==> config.mk <==
export PLATFORM = sky130hd
export DESIGN_NAME = monitor_bus_frontend
export DESIGN_NICKNAME = d
export VERILOG_FILES = /design/src/rtl/mon_bus_pkg.sv /design/src/rtl/mon_bus_sync.sv /design/src/rtl/monitor_bus_frontend.sv
export SDC_FILE = /design/constraint.sdc
export NUM_CORES = 1
export LEC_CHECK = 0
export CAP_MARGIN = 25
export CORE_ASPECT_RATIO = 0.9
export CORE_MARGIN = 2
export CORE_UTILIZATION = 46
export CTS_CLUSTER_SIZE = 30
export DETAILED_ROUTE_END_ITERATION = 16
export HOLD_SLACK_MARGIN = 0.02
export PLACE_DENSITY_LB_ADDON = 0.3
export SLEW_MARGIN = 20
export SYNTH_ARGS = -nofsm -noshare
export SYNTH_HDL_FRONTEND = slang
export SYNTH_SLANG_ARGS = --single-unit
==> constraint.sdc <==
create_clock -name clk_20mhz -period 1.8 [get_ports clk_20mhz]
set_input_delay 0.18 -clock clk_20mhz [delete_from_list [all_inputs] [get_ports clk_20mhz]]
set_output_delay 0.18 -clock clk_20mhz [all_outputs]
set_load 0.01 [all_outputs]
==> src/rtl/mon_bus_pkg.sv <==
// Shared types and bus constants for the monitor slot front end.
package mon_bus_pkg;
  localparam int DATA_W = 8;
  localparam logic [DATA_W-1:0] IDLE_BYTE = 8'hFF;

  typedef enum logic [1:0] {S_LOW, S_QHI, S_HIGH, S_QLO} mon_state_e;
endpackage

==> src/rtl/mon_bus_sync.sv <==
// N-bit multi-flop synchroniser with a per-bit reset value.
module mon_bus_sync #(
  parameter int         SYNC_STAGES = 2,
  parameter int         N           = 1,
  parameter logic [N-1:0] RST_VAL   = '0
) (
  input  logic         clk_i,
  input  logic         rst_ni,
  input  logic [N-1:0] d_i,
  output logic [N-1:0] q_o
);
  logic [SYNC_STAGES-1:0][N-1:0] pipe_q;

  always_ff @(posedge clk_i or negedge rst_ni) begin
    if (!rst_ni) pipe_q <= {SYNC_STAGES{RST_VAL}};
    else         pipe_q <= {pipe_q[SYNC_STAGES-2:0], d_i};
  end

  assign q_o = pipe_q[SYNC_STAGES-1];
endmodule

==> src/rtl/monitor_bus_frontend.sv <==
// Slot bus front end: synchronise, deglitch clk_rw into edge events, drive read data back.
// Optional watchdog on a stuck-high strobe is enabled with `define MON_BUS_TIMEOUT_EN.
module monitor_bus_frontend
  import mon_bus_pkg::*;
#(
  parameter int SYNC_STAGES = 2,
  parameter int QUAL_CYC    = 3,
  parameter int TIMEOUT_CYC = 2000000
) (
  input  logic              clk_20mhz,
  input  logic              reset_x,
  input  logic              slot_x,
  input  logic              clk_rw,
  input  logic              ax_d,
  input  logic              r_wx,
  input  logic [DATA_W-1:0] data_in,
  output logic              ev_valid,
  output logic              ev_rise,
  output logic              ev_ax_d,
  output logic              ev_r_wx,
  output logic [DATA_W-1:0] ev_data,
  input  logic [DATA_W-1:0] rd_data,
  input  logic              rd_load,
  input  logic              rd_oe,
  output logic [DATA_W-1:0] data_out,
  output logic              data_oe_x,
  output logic              bus_timeout
);
  localparam int            QW    = $clog2(QUAL_CYC + 1);
  localparam logic [QW-1:0] QLAST = QW'(QUAL_CYC - 1);

  if (SYNC_STAGES < 2 || QUAL_CYC < 2 || TIMEOUT_CYC < 1 || TIMEOUT_CYC > 2097151) begin : g_param_chk
    $error("monitor_bus_frontend: parameter out of range");
  end

  logic              s_slot_x, s_rw, s_ax_d, s_r_wx;
  logic [DATA_W-1:0] s_data;

  // slot_x resets to deselected so nothing is reported until the first real select
  mon_bus_sync #(.SYNC_STAGES(SYNC_STAGES), .N(4), .RST_VAL(4'b1000)) u_sync_ctl (
    .clk_i (clk_20mhz),
    .rst_ni(reset_x),
    .d_i   ({slot_x, clk_rw, ax_d, r_wx}),
    .q_o   ({s_slot_x, s_rw, s_ax_d, s_r_wx})
  );

  mon_bus_sync #(.SYNC_STAGES(SYNC_STAGES), .N(DATA_W), .RST_VAL(IDLE_BYTE)) u_sync_dat (
    .clk_i (clk_20mhz),
    .rst_ni(reset_x),
    .d_i   (data_in),
    .q_o   (s_data)
  );

  mon_state_e    state_q, state_d;
  logic [QW-1:0] qcnt_q, qcnt_d;
  logic          emit, tmo_hit;

  always_ff @(posedge clk_20mhz or negedge reset_x) begin
    if (!reset_x) begin
      state_q <= S_LOW;
      qcnt_q  <= '0;
    end else begin
      state_q <= tmo_hit ? S_LOW : state_d;
      qcnt_q  <= tmo_hit ? '0    : qcnt_d;
    end
  end

  always_comb begin
    state_d = state_q;
    qcnt_d  = qcnt_q;
    emit    = 1'b0;
    unique case (state_q)
      S_LOW:  if (s_rw) begin state_d = S_QHI; qcnt_d = QW'(1); end
      S_QHI: begin
        if (!s_rw) begin
          state_d = S_LOW;
          qcnt_d  = '0;
        end else if (qcnt_q == QLAST) begin
          state_d = S_HIGH;
          qcnt_d  = '0;
          emit    = 1'b1;
        end else begin
          qcnt_d  = qcnt_q + 1'b1;
        end
      end
      S_HIGH: if (!s_rw) begin state_d = S_QLO; qcnt_d = QW'(1); end
      S_QLO: begin
        if (s_rw) begin
          state_d = S_HIGH;
          qcnt_d  = '0;
        end else if (qcnt_q == QLAST) begin
          state_d = S_LOW;
          qcnt_d  = '0;
          emit    = 1'b1;
        end else begin
          qcnt_d  = qcnt_q + 1'b1;
        end
      end
      default: begin state_d = S_LOW; qcnt_d = '0; end
    endcase
  end

  // The FSM keeps tracking while deselected; only the report is masked.
  logic              ev_valid_q, ev_rise_q, ev_ax_d_q, ev_r_wx_q;
  logic [DATA_W-1:0] ev_data_q;
  logic              report;

  assign report = emit & ~s_slot_x;

  always_ff @(posedge clk_20mhz or negedge reset_x) begin
    if (!reset_x) begin
      ev_valid_q <= 1'b0;
      ev_rise_q  <= 1'b0;
      ev_ax_d_q  <= 1'b0;
      ev_r_wx_q  <= 1'b0;
      ev_data_q  <= '0;
    end else begin
      ev_valid_q <= report;
      if (report) begin
        ev_rise_q <= (state_q == S_QHI);
        ev_ax_d_q <= s_ax_d;
        ev_r_wx_q <= s_r_wx;
        ev_data_q <= s_data;
      end
    end
  end

  assign ev_valid = ev_valid_q;
  assign ev_rise  = ev_rise_q;
  assign ev_ax_d  = ev_ax_d_q;
  assign ev_r_wx  = ev_r_wx_q;
  assign ev_data  = ev_data_q;

  logic [DATA_W-1:0] dout_q;
  logic              oe_x_q;

  always_ff @(posedge clk_20mhz or negedge reset_x) begin
    if (!reset_x) begin
      dout_q <= IDLE_BYTE;
      oe_x_q <= 1'b1;
    end else begin
      if (rd_load) dout_q <= rd_data;
      oe_x_q <= ~(rd_oe & s_ax_d & s_r_wx & ~s_slot_x);
    end
  end

  // Raw r_wx lets a write cycle release the bus without waiting for the synchroniser.
  assign data_out  = dout_q;
  assign data_oe_x = oe_x_q | ~r_wx;

`ifdef MON_BUS_TIMEOUT_EN
  logic [20:0] tcnt_q;
  logic        tmo_q;
  logic        in_high;

  assign in_high = (state_q == S_HIGH) || (state_q == S_QLO);
  assign tmo_hit = in_high && !emit && (tcnt_q == 21'(TIMEOUT_CYC - 1));

  always_ff @(posedge clk_20mhz or negedge reset_x) begin
    if (!reset_x) begin
      tcnt_q <= '0;
      tmo_q  <= 1'b0;
    end else begin
      if (!in_high || emit || tmo_hit) tcnt_q <= '0;
      else                             tcnt_q <= tcnt_q + 1'b1;
      if (tmo_hit) tmo_q <= 1'b1;
    end
  end

  assign bus_timeout = tmo_q;
`else
  assign tmo_hit     = 1'b0;
  assign bus_timeout = 1'b0;
`endif
endmodule
==> metrics.csv <==
metric,value,unit
status,"complete, no violations",
area_growth,35.80,%
worstPathArrival,1.41,ns
hold_buffers,1,
mostFrequentLayoutCell,clkdlybuf4s50_1,
vias,857,
nNetsFinal,162,
finalSetupViolCount,0,
ys_seq_area_share,76.06,%
crit_required,1.62,ns
gr-max-usage-layer,met2,
tns,0,ns
start_kind,register,
crit_slowest_cell,clkdlybuf4s50_1,
die_height,60.93,um
synthCells,88,
grt_first_pass_wirelength,4029,um
postLayoutCoreUtil,66.10,%
grt_use_met3,7.236,%
wl_per_cell,13.27,um
route.detailed.drc,0,
ys_top_cells_by_area,"dfstp_2, dfrtp_1, mux2_4",
p_per_area,1175,mW/mm^2
fillCellCount,257,
first_pass_iters,3,
final_cells,183,
ant_nets,0,
cp_max_fo,1,
antenna_found_initial,0,
ys_types,21,
wirelength,2428,um
gp_congestion,0.6515,
die-area,0.004098,mm^2
io_pins,46,
grt_pass1_vias,902,
final_hold_viol_count,0,
crit_chain,nand2b_1 > clkdlybuf4s50_1,
grt_util_met2,21.07,%
power_leakage,0.9735,nW
dpl.hpwl,1707,um
ys_ff_latch,49,
num_antenna_cells,0,
synth_top_area_share,42.82,%
gr-total-overflow,0,
critPathTopFamily,buffers and inverters,
mostFrequentLayoutCells,"clkdlybuf4s50_1, dfstp_2, dfrtp_1, mux2_2, mux2_4",
worst_pin_slew,0.5664,ns
crit_buf_inv,1,
syn-num-nets,112,
post_cts_resized,0,
io_buffers,44,
hold_class,input port to register,
cts_tree,done,
ys_warn_count,0,
final_layout_size_suffix_gt1_share,42.45,%
dp_cells,174,
cpPeakStageDelay,0.53,ns
period_share,88.29,%
clock_skew,0.009879,ns
die_w,67.26,um
cts.sinks,49,
period_needed,1.589,ns
grtUsageTotal,14.11,%
syn_area,0.001657,mm^2
core_area,0.003403,mm^2
grt_max_degree,50,
cp-end-kind,output pin,
drv_slew,0,
maxCapViolations,0,
htreeDepth,2,
vdd_ir_drop_max,0.6184,mV
rsz0062_at_grt,false,
synth_top_area_cell,dfstp_2,
relSlewSlack,62.24,%
drt_iter0_markers,46,
cts_setup_buffers,0,
start_util,48.68,%
met1_usage,16.65,%
core.rowCount,20,
cts.clk_slew.worst_paths,0.08,ns
routed_via_density,4.683,
cts_buffer_depth,2,
avgSynthCellArea,18.82,um^2
fmax,629.2,MHz
clkLatencyLatePin,0.29,ns
crit_type,register to output pin,
cts_root_buf,clkbuf_8,
numCtsBuffers,5,
-- layout make-up --
class                      instances  area [um^2]  area share (%)
tap                               44        55.05           2.447
clock inverter                     2        35.03           1.557
sequential                        49         1260           56.01
timing repair buffer              46        452.9           20.13
clock buffer                       6        72.57           3.226
multi-input combinational         35        370.4           16.46
inverter                           1        3.754          0.1669
-- path summary, 6_finish.rpt --
check / startpoint / endpoint / slack, ns / cells past startpoint
max: oe_x_q / data_oe_x / 0.21 / 2
min: data_in[2] / u_sync_dat.pipe_q[2] / 0.29 / 1
max reg2reg: u_sync_ctl.q_o[3] / ev_data[0] / 0.24 / 3
min reg2reg: u_sync_dat.pipe_q[1] / u_sync_dat.q_o[1] / 0.35 / 0
max in group asynchronous: reset_x / u_sync_dat.q_o[3] / 0.92 / 3
min in group asynchronous: reset_x / u_sync_ctl.pipe_q[1] / 0.50 / 3
-- cells by family after synthesis --
| family | count (synthesis) | share of synthesized area [%] |
|---|---|---|
| AO/OA/AOI/OAI | 5 | 2.040 |
| XOR/XNOR | 1 | 0.9821 |
| buffers and inverters | 4 | 1.586 |
| flip-flops | 49 | 76.06 |
| multiplexers | 19 | 14.95 |
| other | 1 | 0.2264 |
| AND/OR/NAND/NOR | 9 | 4.154 |
-- cell usage after synthesis --
library cell  count
buf_4             1
o21a_1            1
o21ai_0           2
dfrtp_1          22
and4bb_2          1
mux2_2           10
clkbuf_1          1
conb_1            1
and2_2            1
nor3_1            1
dfstp_2          27
nand2_2           1
a21boi_0          1
nand4b_1          2
nand2b_1          2
inv_1             1
xor2_2            1
o22a_1            1
mux2_4            9
nand3b_1          1
buf_6             1
-- routing by layer --
layer / share of wire (%) / wire length (um)
met3: 12 / 286
met5: 0 / 0
met1: 41 / 987
met4: 1.7 / 42
met2: 46 / 1111
-- worst register-to-register path, stage by stage, from the launching register on --
cell and delay, ns:
dfstp_2 0.55, and4bb_2 0.25, nand2_2 0.28, mux2_2 0.38
-- registers in the layout, indices dropped and copies added (netlist names), named ones only --
name	flops
ev_valid	1
ev_data	8
ev_ax_d	1
ev_rise	1
oe_x_q	1
qcnt_q	2
u_sync_dat.q_o	8
data_out	8
u_sync_ctl.pipe_q	4
u_sync_dat.pipe_q	8
ev_r_wx	1
state_q	1
u_sync_ctl.q_o	4
-- through the flow --
stage                     hold slack, ns  total power, mW  cell area, um^2  worst slack, ns
after detailed placement          0.2975            1.934             2132           0.2368
after CTS                         0.2733            2.686             2250           0.1906
after global routing              0.2715            2.794             2250           0.1640
after global placement            0.2929            1.909             2132           0.2784
after floorplan                  -0.1156            1.651             1657           0.4002
final                             0.2874            2.642             2250           0.2108
-- power breakdown --
group	internal, mW	switching (mW)
clock	0.412	0.319
combinational	0.343	0.176
sequential	1.29	0.107
Note: power is estimated with default switching activity, not from simulation.
==> variant, RTL diff (same settings) <==
The option `MON_BUS_TIMEOUT_EN` is turned on by a define.
--- a/src/rtl/monitor_bus_frontend.sv
+++ b/src/rtl/monitor_bus_frontend.sv
@@ -1,4 +1,6 @@
 // Slot bus front end: synchronise, deglitch clk_rw into edge events, drive read data back.
 // Optional watchdog on a stuck-high strobe is enabled with `define MON_BUS_TIMEOUT_EN.
+`define MON_BUS_TIMEOUT_EN
+
 module monitor_bus_frontend
   import mon_bus_pkg::*;
Behaviour: no difference found for any inputs over 10 cycles, from zero or initial values and one cycle with reset_x low; that may be too few to reach the edited logic, so the function may still have changed.
==> variant against the original RTL <==
- critical path type is now reg -> reg
- via count increased by 110%
- hold slack got worse by 0.048 ns
- global-route usage increased by 2.8 points
- final area increased by 67%
- register-to-register slack got worse by 0.17 ns
- maximum frequency decreased by 8.4%
- worst setup slack got worse by 0.15 ns
- synthesized area increased by 63%
- count of clock-buffer cells in the layout increased by 4
- largest cell class unchanged
- highest routed layer unchanged
- total power increased by 63%
- sequential cell count increased by 22
- die area increased by 58%
- routed wire length increased by 110%
==> variant: results (changes against the original RTL) <==
detailed_routing:
  viasPerCell: 5.13  # +9.6%
  drtIter0Drc: 107  # +130%
  wire_per_inst_um: 14.2  # +6.8%
  drtPass1Iterations: 4  # +1
placed_design:
  hpwlAfterDp_um: 3390  # +99%
  portBuffers: 45  # +2.3%
  place_congestion: 0.777  # +19%
hold_path:
  hold_start: "data_in[6]"
  holdPathEnd: "u_sync_dat.pipe_q[6]$_DFF_PN1_"
grt:
  grt_antenna_before_repair: 0  # unchanged
  grt_max_degree: 27  # -46%
  grt_pass1_vias: 1865  # +110%
  grt_first_pass_wirelength_um: 8620  # +110%
  track_usage_pct: 16.9  # +2.8 points
run_status:
  status: "finished, final reports clean"
critical_path:
  worst_r2r_startpoint: "tcnt_q[1]$_DFF_PN0_"
  reg2reg_slack_ns: 0.07  # -0.17 ns
  arrival_ns: 2.00  # +0.59 ns
  crit_fanout: 5  # +4
  r2r_end: "tcnt_q[17]$_DFF_PN0_"
cts:
  insertion_delay_ns: 0.34  # +0.05 ns
  htreeDepth: 3  # +1
  cts_made_buffers: 9  # +4
yosys:
  ys_types: 35  # +67%
  synthTopCellsByArea: "dfrtp_1 41%, dfstp_2 26%, mux2_2 7.5%"
  ys_top_cells_by_count: "44 x dfrtp_1, 27 x dfstp_2, 18 x mux2_2, 18 x nor2_1"
power:
  max-vdd-ir-drop_mv: 0.765  # +24%
  total_leakage_power_nw: 1.58  # +62%
timing:
  holdWs_ns: 0.240  # -0.0476 ns
  clock_skew_ns: 0.0107  # +0.000817 ns
cells_and_area:
  nets: 309  # +91%
  drive_above_1_share_pct: 35.3  # -7.2 points
-- variant: changes by cell type in the layout (fill, tap and decap cells not counted), moves of 7 or more --
cell and delta:
mux2_4 -9, nor2_1 +18, mux2_2 +8, xor2_1 +7, buf_4 +21, dfrtp_1 +21
nand2_1 +9
-- variant: cells by family after synthesis --
family                   Yosys count  synth area share (%)
flip-flops                        71                  67.1
AND/OR/NAND/NOR                   67                  13.7
AO/OA/AOI/OAI                     23                  4.82
multiplexers                      19                  7.88
XOR/XNOR                          13                  4.22
buffers and inverters             12                  1.76
adder cells (fa/ha/maj)            1                 0.464
-- variant: worst max-delay path by stage --
stage,start,slack [ns],cells after the start,endpoint
final,tcnt_q[1]$_DFF_PN0_,0.07,5,tcnt_q[17]$_DFF_PN0_
after detailed placement,tcnt_q[0]$_DFF_PN0_,-0.11,5,tcnt_q[16]$_DFF_PN0_
after floorplan,tcnt_q[2]$_DFF_PN0_,0.002,5,tcnt_q[19]$_DFF_PN0_
after CTS,tcnt_q[9]$_DFF_PN0_,0.006,6,tcnt_q[17]$_DFF_PN0_
after global placement,tcnt_q[0]$_DFF_PN0_,-0.07,5,tcnt_q[10]$_DFF_PN0_
after global routing,tcnt_q[12]$_DFF_PN0_,-0.02,4,tcnt_q[18]$_DFF_PN0_
-- variant: worst max-delay path, cell delays in order (launching register included) --
cell     delay [ns]
dfrtp_1        0.38
nand2_1        0.09
or4_4          0.56
buf_6          0.15
or3_1          0.34
a21oi_1        0.15
-- variant: layer usage --
layer / wire length, um / vias up / track usage (%)
li1: - / 872 / -
met1: 2230 / 919 / 21.9
met2: 2560 / 44 / 27.0
met3: 234 / 7 / 5.92
met4: 53 / 0 / 5.24
met5: 0 / - / 0
-- variant: report_power, final --
| group | leakage (nW) | internal [W] | switching, W |
|---|---|---|---|
| clock | 0.122 | 0.000953 | 0.000561 |
| combinational | 0.592 | 0.000480 | 0.000374 |
| sequential | 0.867 | 0.00181 | 0.000116 |
-- variant: metrics by stage --
stage	utilization, %	cell area [sq um]	power [W]	cells	setup TNS [ns]
after CTS	64.6	3650	0.00429	352	0
final	66.3	3750	0.00430	359	0
after detailed placement	59.5	3370	0.00273	332	-1.81
after global routing	66.3	3750	0.00452	359	-0.0161
after global placement	59.5	3370	0.00270	332	-0.989
after floorplan	-	2700	0.00231	206	0
-- variant: cell type report --
type,instances,area (sq um)
inverter,5,18.8
timing repair buffer,74,708
clock buffer,10,138
sequential,71,1810
multi-input combinational,123,881
clock inverter,6,108
tap,70,87.6
fill,436,1910
-- variant: timing repair --
| action | CTS | global route |
|---|---|---|
| gates cloned | 0 | 1 |
| pin swaps | 0 | 6 |
| endpoints found under the hold margin | 15 | 0 |
| hold buffers | 1 | 0 |
| buffers inserted | 3 | 6 |
| resized for setup | 2 | 10 |
| setup endpoints to repair | 19 | 29 |
